<file path="src/rtl/escalonador_conversor_bcd_pkg.sv">
// -----------------------------------------------------------------------------
// escalonador_conversor_bcd_pkg
// Shared definitions for the BCD converter scheduler:
//   - estado_t       : FSM state encoding (OCIOSO, CONVERTE, RESPONDE)
//   - LIMITE_BCD     : largest operand that fits in two BCD digits
//   - DIGITO_APAGADO : digit code that blanks a 7-segment display
//   - DIGITO_SATURADO: digit used when out-of-range values saturate to 99
//                      (only used when SATURA_99_EN is defined)
// -----------------------------------------------------------------------------
package escalonador_conversor_bcd_pkg;

    typedef enum logic [1:0] {
        OCIOSO   = 2'd0,
        CONVERTE = 2'd1,
        RESPONDE = 2'd2
    } estado_t;

    localparam logic [7:0] LIMITE_BCD      = 8'd99;
    localparam logic [3:0] DIGITO_APAGADO  = 4'hF;
    localparam logic [3:0] DIGITO_SATURADO = 4'd9;

endpackage

</file>
<file path="src/rtl/escalonador_conversor_bcd_if.sv">
// -----------------------------------------------------------------------------
// escalonador_conversor_bcd_if
// Bundles the request side, the shared converter link and the response side.
//
// Handshake rules (both sides): a transfer happens in a cycle where valid and
// ready are both 1. A requester holds req_valid and its operand until it sees
// its req_ready bit; req_ready is a one-cycle, one-hot accept pulse. The
// response side holds resp_valid and its payload stable until resp_ready.
//
// Modports:
//   slave  : the scheduler (drives req_ready, conv_binario, resp_*, estado)
//   master : the environment (requesters, converter and consumer)
// estado is a debug view of the scheduler FSM.
// -----------------------------------------------------------------------------
interface escalonador_conversor_bcd_if #(
    parameter int N_REQ = 4,
    parameter int ID_W  = 2
);
    import escalonador_conversor_bcd_pkg::*;

    logic [N_REQ-1:0]   req_valid;
    logic [8*N_REQ-1:0] req_binario;
    logic [N_REQ-1:0]   req_ready;
    logic [7:0]         conv_binario;
    logic [3:0]         conv_dezenas;
    logic [3:0]         conv_unidades;
    logic               resp_valid;
    logic               resp_ready;
    logic [ID_W-1:0]    resp_id;
    logic [3:0]         resp_dezenas;
    logic [3:0]         resp_unidades;
    logic               resp_erro;
    estado_t            estado;

    modport slave (
        input  req_valid, req_binario, conv_dezenas, conv_unidades, resp_ready,
        output req_ready, conv_binario, resp_valid, resp_id, resp_dezenas,
               resp_unidades, resp_erro, estado
    );

    modport master (
        output req_valid, req_binario, conv_dezenas, conv_unidades, resp_ready,
        input  req_ready, conv_binario, resp_valid, resp_id, resp_dezenas,
               resp_unidades, resp_erro, estado
    );

endinterface

</file>
<file path="src/rtl/escalonador_conversor_bcd_arbitro_round_robin.sv">
// -----------------------------------------------------------------------------
// arbitro_round_robin
// Combinational round-robin pick: the first set bit of req_valid searching
// from ponteiro upward, wrapping to 0.
// Ports:
//   req_valid [N_REQ] : pending requests
//   ponteiro  [ID_W]  : index with the highest priority this cycle
//   grant     [N_REQ] : one-hot winner (all zero when nothing is pending)
//   g         [ID_W]  : binary index of the winner (0 when nothing is pending)
// -----------------------------------------------------------------------------
module arbitro_round_robin #(
    parameter int N_REQ = 4,
    parameter int ID_W  = 2
) (
    input  logic [N_REQ-1:0] req_valid,
    input  logic [ID_W-1:0]  ponteiro,
    output logic [N_REQ-1:0] grant,
    output logic [ID_W-1:0]  g
);

    logic achou;
    int   idx;

    always_comb begin
        grant = '0;
        g     = '0;
        achou = 1'b0;
        idx   = 0;
        for (int k = 0; k < N_REQ; k++) begin
            // ponteiro is always < N_REQ, so a single subtraction wraps it
            idx = int'(ponteiro) + k;
            if (idx >= N_REQ) begin
                idx = idx - N_REQ;
            end
            if (!achou && req_valid[idx]) begin
                achou      = 1'b1;
                grant[idx] = 1'b1;
                g          = ID_W'(idx);
            end
        end
    end

endmodule

</file>
<file path="src/rtl/escalonador_conversor_bcd.sv">
// -----------------------------------------------------------------------------
// escalonador_conversor_bcd
// Shares one external combinational binary-to-BCD converter among N_REQ
// requesters. One transaction at a time: grant (OCIOSO), hold the registered
// operand for ESPERA cycles (CONVERTE), then present the result until the
// consumer accepts it (RESPONDE).
// Ports:
//   clk   : rising-edge clock
//   reset : synchronous, active-high
//   bus   : escalonador_conversor_bcd_if.slave (requests, converter link,
//           response, FSM debug state)
// Parameters: N_REQ (2..8), ESPERA (1..15), ID_W (>= clog2(N_REQ)).
// Build option: SATURA_99_EN -- when defined, out-of-range operands report 9/9
// instead of the blanking code F/F (resp_erro is 1 in both cases).
// -----------------------------------------------------------------------------
module escalonador_conversor_bcd
    import escalonador_conversor_bcd_pkg::*;
#(
    parameter int N_REQ  = 4,
    parameter int ESPERA = 1,
    parameter int ID_W   = 2
) (
    input logic                          clk,
    input logic                          reset,
    escalonador_conversor_bcd_if.slave   bus
);

    estado_t          estado, estado_prox;
    logic [ID_W-1:0]  ponteiro;
    logic [3:0]       contador;
    logic [N_REQ-1:0] grant;
    logic [ID_W-1:0]  g;
    logic [N_REQ-1:0] req_ready_c;
    logic [7:0]       operando;
    logic             ultimo_ciclo;

    logic [7:0]       conv_reg;
    logic [ID_W-1:0]  id_reg;
    logic [3:0]       dez_reg;
    logic [3:0]       uni_reg;
    logic             erro_reg;

    arbitro_round_robin #(
        .N_REQ (N_REQ),
        .ID_W  (ID_W)
    ) u_arbitro (
        .req_valid (bus.req_valid),
        .ponteiro  (ponteiro),
        .grant     (grant),
        .g         (g)
    );

    // Operand of the winning requester
    always_comb begin
        operando = '0;
        for (int i = 0; i < N_REQ; i++) begin
            if (grant[i]) begin
                operando = bus.req_binario[8*i +: 8];
            end
        end
    end

    assign ultimo_ciclo = (contador == 4'(ESPERA - 1));

    always_comb begin
        estado_prox = estado;
        req_ready_c = '0;
        case (estado)
            OCIOSO: begin
                if (|bus.req_valid) begin
                    req_ready_c = grant;
                    estado_prox = CONVERTE;
                end
            end
            CONVERTE: begin
                if (ultimo_ciclo) begin
                    estado_prox = RESPONDE;
                end
            end
            RESPONDE: begin
                if (bus.resp_ready) begin
                    estado_prox = OCIOSO;
                end
            end
            default: estado_prox = OCIOSO;
        endcase
    end

    always_ff @(posedge clk) begin
        if (reset) begin
            estado   <= OCIOSO;
            ponteiro <= '0;
            contador <= '0;
            conv_reg <= '0;
            id_reg   <= '0;
            dez_reg  <= '0;
            uni_reg  <= '0;
            erro_reg <= 1'b0;
        end else begin
            estado <= estado_prox;
            case (estado)
                OCIOSO: begin
                    if (|bus.req_valid) begin
                        conv_reg <= operando;
                        id_reg   <= g;
                        // The winner gets the lowest priority next time
                        ponteiro <= (g == ID_W'(N_REQ - 1)) ? '0 : g + 1'b1;
                        contador <= '0;
                    end
                end
                CONVERTE: begin
                    contador <= contador + 4'd1;
                    if (ultimo_ciclo) begin
                        if (conv_reg > LIMITE_BCD) begin
                            erro_reg <= 1'b1;
`ifdef SATURA_99_EN
                            dez_reg  <= DIGITO_SATURADO;
                            uni_reg  <= DIGITO_SATURADO;
`else
                            dez_reg  <= DIGITO_APAGADO;
                            uni_reg  <= DIGITO_APAGADO;
`endif
                        end else begin
                            erro_reg <= 1'b0;
                            dez_reg  <= bus.conv_dezenas;
                            uni_reg  <= bus.conv_unidades;
                        end
                    end
                end
                default: ;
            endcase
        end
    end

    // A grant while reset is high would be lost, so it is suppressed
    assign bus.req_ready     = reset ? '0 : req_ready_c;
    assign bus.conv_binario  = conv_reg;
    assign bus.resp_valid    = (estado == RESPONDE);
    assign bus.resp_id       = id_reg;
    assign bus.resp_dezenas  = dez_reg;
    assign bus.resp_unidades = uni_reg;
    assign bus.resp_erro     = erro_reg;
    assign bus.estado        = estado;

endmodule

</file>
<file path="src/flat_wrapper.sv">
// flat-port wrapper written by rule: the top's interface ports become plain ports
module escalonador_conversor_bcd_flat import escalonador_conversor_bcd_pkg::*;
#(
    parameter int N_REQ  = 4,
    parameter int ESPERA = 1,
    parameter int ID_W   = 2
)
  (clk, reset, bus_req_valid, bus_req_binario, bus_conv_dezenas, bus_conv_unidades, bus_resp_ready, bus_req_ready, bus_conv_binario, bus_resp_valid, bus_resp_id, bus_resp_dezenas, bus_resp_unidades, bus_resp_erro, bus_estado);
  escalonador_conversor_bcd_if #(.N_REQ(N_REQ), .ID_W(ID_W)) bus_i ();
  input logic clk;
  input logic reset;
  input wire logic [$bits(bus_i.req_valid)-1:0] bus_req_valid;
  input wire logic [$bits(bus_i.req_binario)-1:0] bus_req_binario;
  input wire logic [$bits(bus_i.conv_dezenas)-1:0] bus_conv_dezenas;
  input wire logic [$bits(bus_i.conv_unidades)-1:0] bus_conv_unidades;
  input wire logic [$bits(bus_i.resp_ready)-1:0] bus_resp_ready;
  output wire logic [$bits(bus_i.req_ready)-1:0] bus_req_ready;
  output wire logic [$bits(bus_i.conv_binario)-1:0] bus_conv_binario;
  output wire logic [$bits(bus_i.resp_valid)-1:0] bus_resp_valid;
  output wire logic [$bits(bus_i.resp_id)-1:0] bus_resp_id;
  output wire logic [$bits(bus_i.resp_dezenas)-1:0] bus_resp_dezenas;
  output wire logic [$bits(bus_i.resp_unidades)-1:0] bus_resp_unidades;
  output wire logic [$bits(bus_i.resp_erro)-1:0] bus_resp_erro;
  output wire logic [$bits(bus_i.estado)-1:0] bus_estado;
  assign bus_i.req_valid = bus_req_valid;
  assign bus_i.req_binario = bus_req_binario;
  assign bus_i.conv_dezenas = bus_conv_dezenas;
  assign bus_i.conv_unidades = bus_conv_unidades;
  assign bus_i.resp_ready = bus_resp_ready;
  assign bus_req_ready = bus_i.req_ready;
  assign bus_conv_binario = bus_i.conv_binario;
  assign bus_resp_valid = bus_i.resp_valid;
  assign bus_resp_id = bus_i.resp_id;
  assign bus_resp_dezenas = bus_i.resp_dezenas;
  assign bus_resp_unidades = bus_i.resp_unidades;
  assign bus_resp_erro = bus_i.resp_erro;
  assign bus_estado = bus_i.estado;
  escalonador_conversor_bcd #(.N_REQ(N_REQ), .ESPERA(ESPERA), .ID_W(ID_W)) u_core (.clk(clk), .reset(reset), .bus(bus_i));
endmodule
</file>
<file path="config.mk">
export PLATFORM = sky130hd
export DESIGN_NAME = escalonador_conversor_bcd_flat
export DESIGN_NICKNAME = d
export VERILOG_FILES = /design/src/rtl/escalonador_conversor_bcd_pkg.sv /design/src/rtl/escalonador_conversor_bcd_if.sv /design/src/rtl/escalonador_conversor_bcd_arbitro_round_robin.sv /design/src/rtl/escalonador_conversor_bcd.sv /design/src/flat_wrapper.sv
export SDC_FILE = /design/constraint.sdc
export NUM_CORES = 1
export LEC_CHECK = 0
export ABC_CLOCK_PERIOD_IN_PS = 3650
export CELL_PAD_IN_SITES_DETAIL_PLACEMENT = 2
export CELL_PAD_IN_SITES_GLOBAL_PLACEMENT = 2
export CORE_UTILIZATION = 24
export DETAILED_ROUTE_END_ITERATION = 8
export MAX_ROUTING_LAYER = met4
export PLACE_DENSITY = 0.8
export SLEW_MARGIN = 20
export SYNTH_ARGS = -nofsm -noshare
export SYNTH_HDL_FRONTEND = slang
export SYNTH_HIERARCHICAL = 1
export SYNTH_SLANG_ARGS = --single-unit
</file>
<file path="constraint.sdc">
create_clock -name clk -period 3.65 [get_ports clk]
set_clock_uncertainty 0.05 [all_clocks]
set_input_delay 0.73 -clock clk [delete_from_list [all_inputs] [get_ports clk]]
set_output_delay 0.73 -clock clk [all_outputs]
set_load 0.1 [all_outputs]
</file>
==> impl_metrics.json <==
{
  "status": "completed",
  "start_util_pct": 24.84,
  "routabilityCongestion": 0.7484,
  "ys_types": 50,
  "slowest_stage": "mux4_2",
  "rows": 31,
  "num_antenna_cells": 0,
  "yosys.area.top_type": "dfxtp_1",
  "die_area_um2": 7858,
  "setup_viol": 0,
  "yosys-top-cells-area": "dfxtp_1 30%, a221oi_1 7.8%, ha_1 7.6%",
  "drcViolationCount": 0,
  "start_kind": "input pin",
  "synth_seq_area_share_pct": 30.00,
  "fin_total_pwr_mw": 2.514,
  "hold_path_class": "flop to flop",
  "p_leak_nw": 1.097,
  "drt_iter0_drc": 34,
  "synthMostInstantiatedCell": "dfxtp_1",
  "root_buffer": "clkbuf_8",
  "cp_data_required_time_ps": 2870,
  "yosysWarnings": 6,
  "dieHeight_um": 88.65,
  "finalNonFillerCells": 388,
  "cts_sinks": 27,
  "post_drt_wl_per_cell_um": 16.59,
  "nets": 348,
  "routed_wl_um": 6437,
  "grt_pass1_vias": 2012,
  "relSlewSlack_pct": 32.57,
  "clk_latency_ps": 280,
  "cp_max_fo": 7,
  "syn_inst": 200,
  "final_util_pct": 39.71,
  "synth_area_um2": 1802,
  "portBuffers": 72,
  "placed_cell_area_um2": 2785,
  "dpl.hpwl_um": 5074,
  "cpPeakStageDelay_ps": 500,
  "cap_violations": 0,
  "critical_path.cell_chain": "dlygate4sd2_1 -> mux4_2 -> nand2b_4 -> nor3_4 -> buf_4 -> a22oi_1 -> o21ai_1 -> and2_4 -> buf_12",
  "rsz0062_at_grt": "false",
  "power_density_nw_per_um2": 872.8,
  "core-area_um2": 7253,
  "tightest_slew_ps": 1008,
  "die_w_um": 88.65,
  "area_growth_pct": 59.86,
  "hold_buffers": 0,
  "vias": 1927,
  "syn_avg_cell_area_um2": 9.009,
  "critPathArrivalTime_ps": 2560,
  "ys.flop_type": "dfxtp_1",
  "critical_path_class": "input pin to primary output",
  "synth_top_area_share_pct": 30.00,
  "layout-drive-gt1-share_pct": 17.99,
  "grt_max_degree": 21,
  "io_pins": 73,
  "via_per_inst": 4.966,
  "htreeDepth": 1,
  "ant_nets": 0,
  "finalCritPeriodShare_pct": 91.59,
  "cts_tree": "yes",
  "clkTransAtPathRegs_ps": 100,
  "maxSlewViolCount": 0,
  "stdcell_area_um2": 2880,
  "place_inst": 380,
  "dr.pass1.iters": 4,
  "final.min_clock_period_ps": 3343,
  "synth_commonest_cells": "27 x dfxtp_1, 22 x inv_1, 16 x a221oi_1",
  "grt_usage_pct": 17.27,
  "antenna_found_initial": 0,
  "grt_pass1_wl_um": 10120,
  "cts.path.max_buffers": 2,
  "grt-ovfl-total": 0,
  "critPathCaptureType": "primary output",
  "ir_worst_vdd_uv": 411.9,
  "cts-buffers-inserted": 3,
  "synth_edf_count": 0,
  "syn_nets": 258,
  "async_flop_share_pct": 0,
  "worst-path-buf-inv": 3,
  "critPathTopFamily": "buffers and inverters",
  "ys_seq_elements": 27,
  "max_freq_mhz": 299.1,
  "hold_viol": 0
}
==> layout by cell type, fill, tap and decap left out, drive strengths merged, types with 3 or more instances in the layout <==
master,n
buf,31
nor3,3
o21ai,11
nor2b,4
ha,11
a21oi,7
and2,3
dfxtp,27
a221oi,16
clkbuf,3
a22oi,8
clkdlybuf4s50,62
mux4,4
nor2,7
inv,23
nand2b,13
o22ai,8
o32ai,8
nand3,4
==> metal layers <==
metal	GRT usage (%)	vias up	routed length [um]
met4	5.425	0	122
met2	29.58	38	3377
met3	2.519	13	176
met1	20.81	936	2760
met5	-	-	0
li1	-	940	-
==> final cells by class <==
| cell class | count | area (um^2) |
|---|---|---|
| Inverter | 24 | 91.34 |
| Fill cell | 822 | 4373 |
| Tap cell | 99 | 123.9 |
| Clock buffer | 3 | 41.29 |
| Multi-Input combinational cell | 137 | 1130 |
| Timing Repair Buffer | 97 | 945.9 |
| Clock inverter | 1 | 7.507 |
| Sequential cell | 27 | 540.5 |
==> sequential cells by signal, indices dropped and copies added, names as in the netlist <==
name and cells:
u_core/bus.resp_unidades 4, u_core/contador 4, u_core/bus.resp_erro 1, u_core/bus.resp_id 2
u_core/bus.conv_binario 8, u_core/ponteiro 2, u_core/bus.estado 2, u_core/bus.resp_dezenas 4
==> power by group <==
part / switching (mW) / total, mW / internal [mW]
Sequential: 0.0714 / 0.456 / 0.385
Combinational: 1.23 / 1.88 / 0.647
Clock: 0.103 / 0.181 / 0.0778
Total: 1.40 / 2.51 / 1.11
==> metrics by stage <==
stage	setup TNS, ps	setup WS, ps	hold slack [ps]
after floorplan	0	21.30	392.7
after CTS	0	9.470	433.4
final	0	307.0	427.0
after global routing	0	226.9	452.9
after detailed placement	-131.9	-82.80	416.4
after global placement	0	25.17	406.9
==> worst min-delay path: stages (launching register included) <==
cell and delay, ps:
dfxtp_1 330, inv_1 50, a221oi_1 60
==> kinds of logic after synthesis <==
family,after synthesis,share of synthesized area (%)
flip-flops,27,30.00
AO/OA/AOI/OAI,71,28.75
adder cells (fa/ha/maj),11,7.639
AND/OR/NAND/NOR,49,18.82
multiplexers,6,6.319
buffers and inverters,36,8.472
==> timing repair <==
item,CTS,global route
buffers inserted,0,4
gates resized for setup,4,5
pin swaps,1,2
endpoints found under the setup margin,2,2
==> path summary, 6_finish.rpt <==
| check | startpoint | end | slack (ps) | cells past startpoint |
|---|---|---|---|---|
| worst max-delay path | bus_req_valid[3] | bus_req_ready[2] | 310 | 9 |
| worst min-delay path | u_core/bus.resp_dezenas[2] | u_core/bus.resp_dezenas[2] | 430 | 2 |
| worst max register to register | u_core/ponteiro[0] | u_core/bus.conv_binario[3] | 600 | 13 |
| worst min register to register | u_core/bus.resp_dezenas[2] | u_core/bus.resp_dezenas[2] | 430 | 2 |
Power figures use the tool's default switching activity.
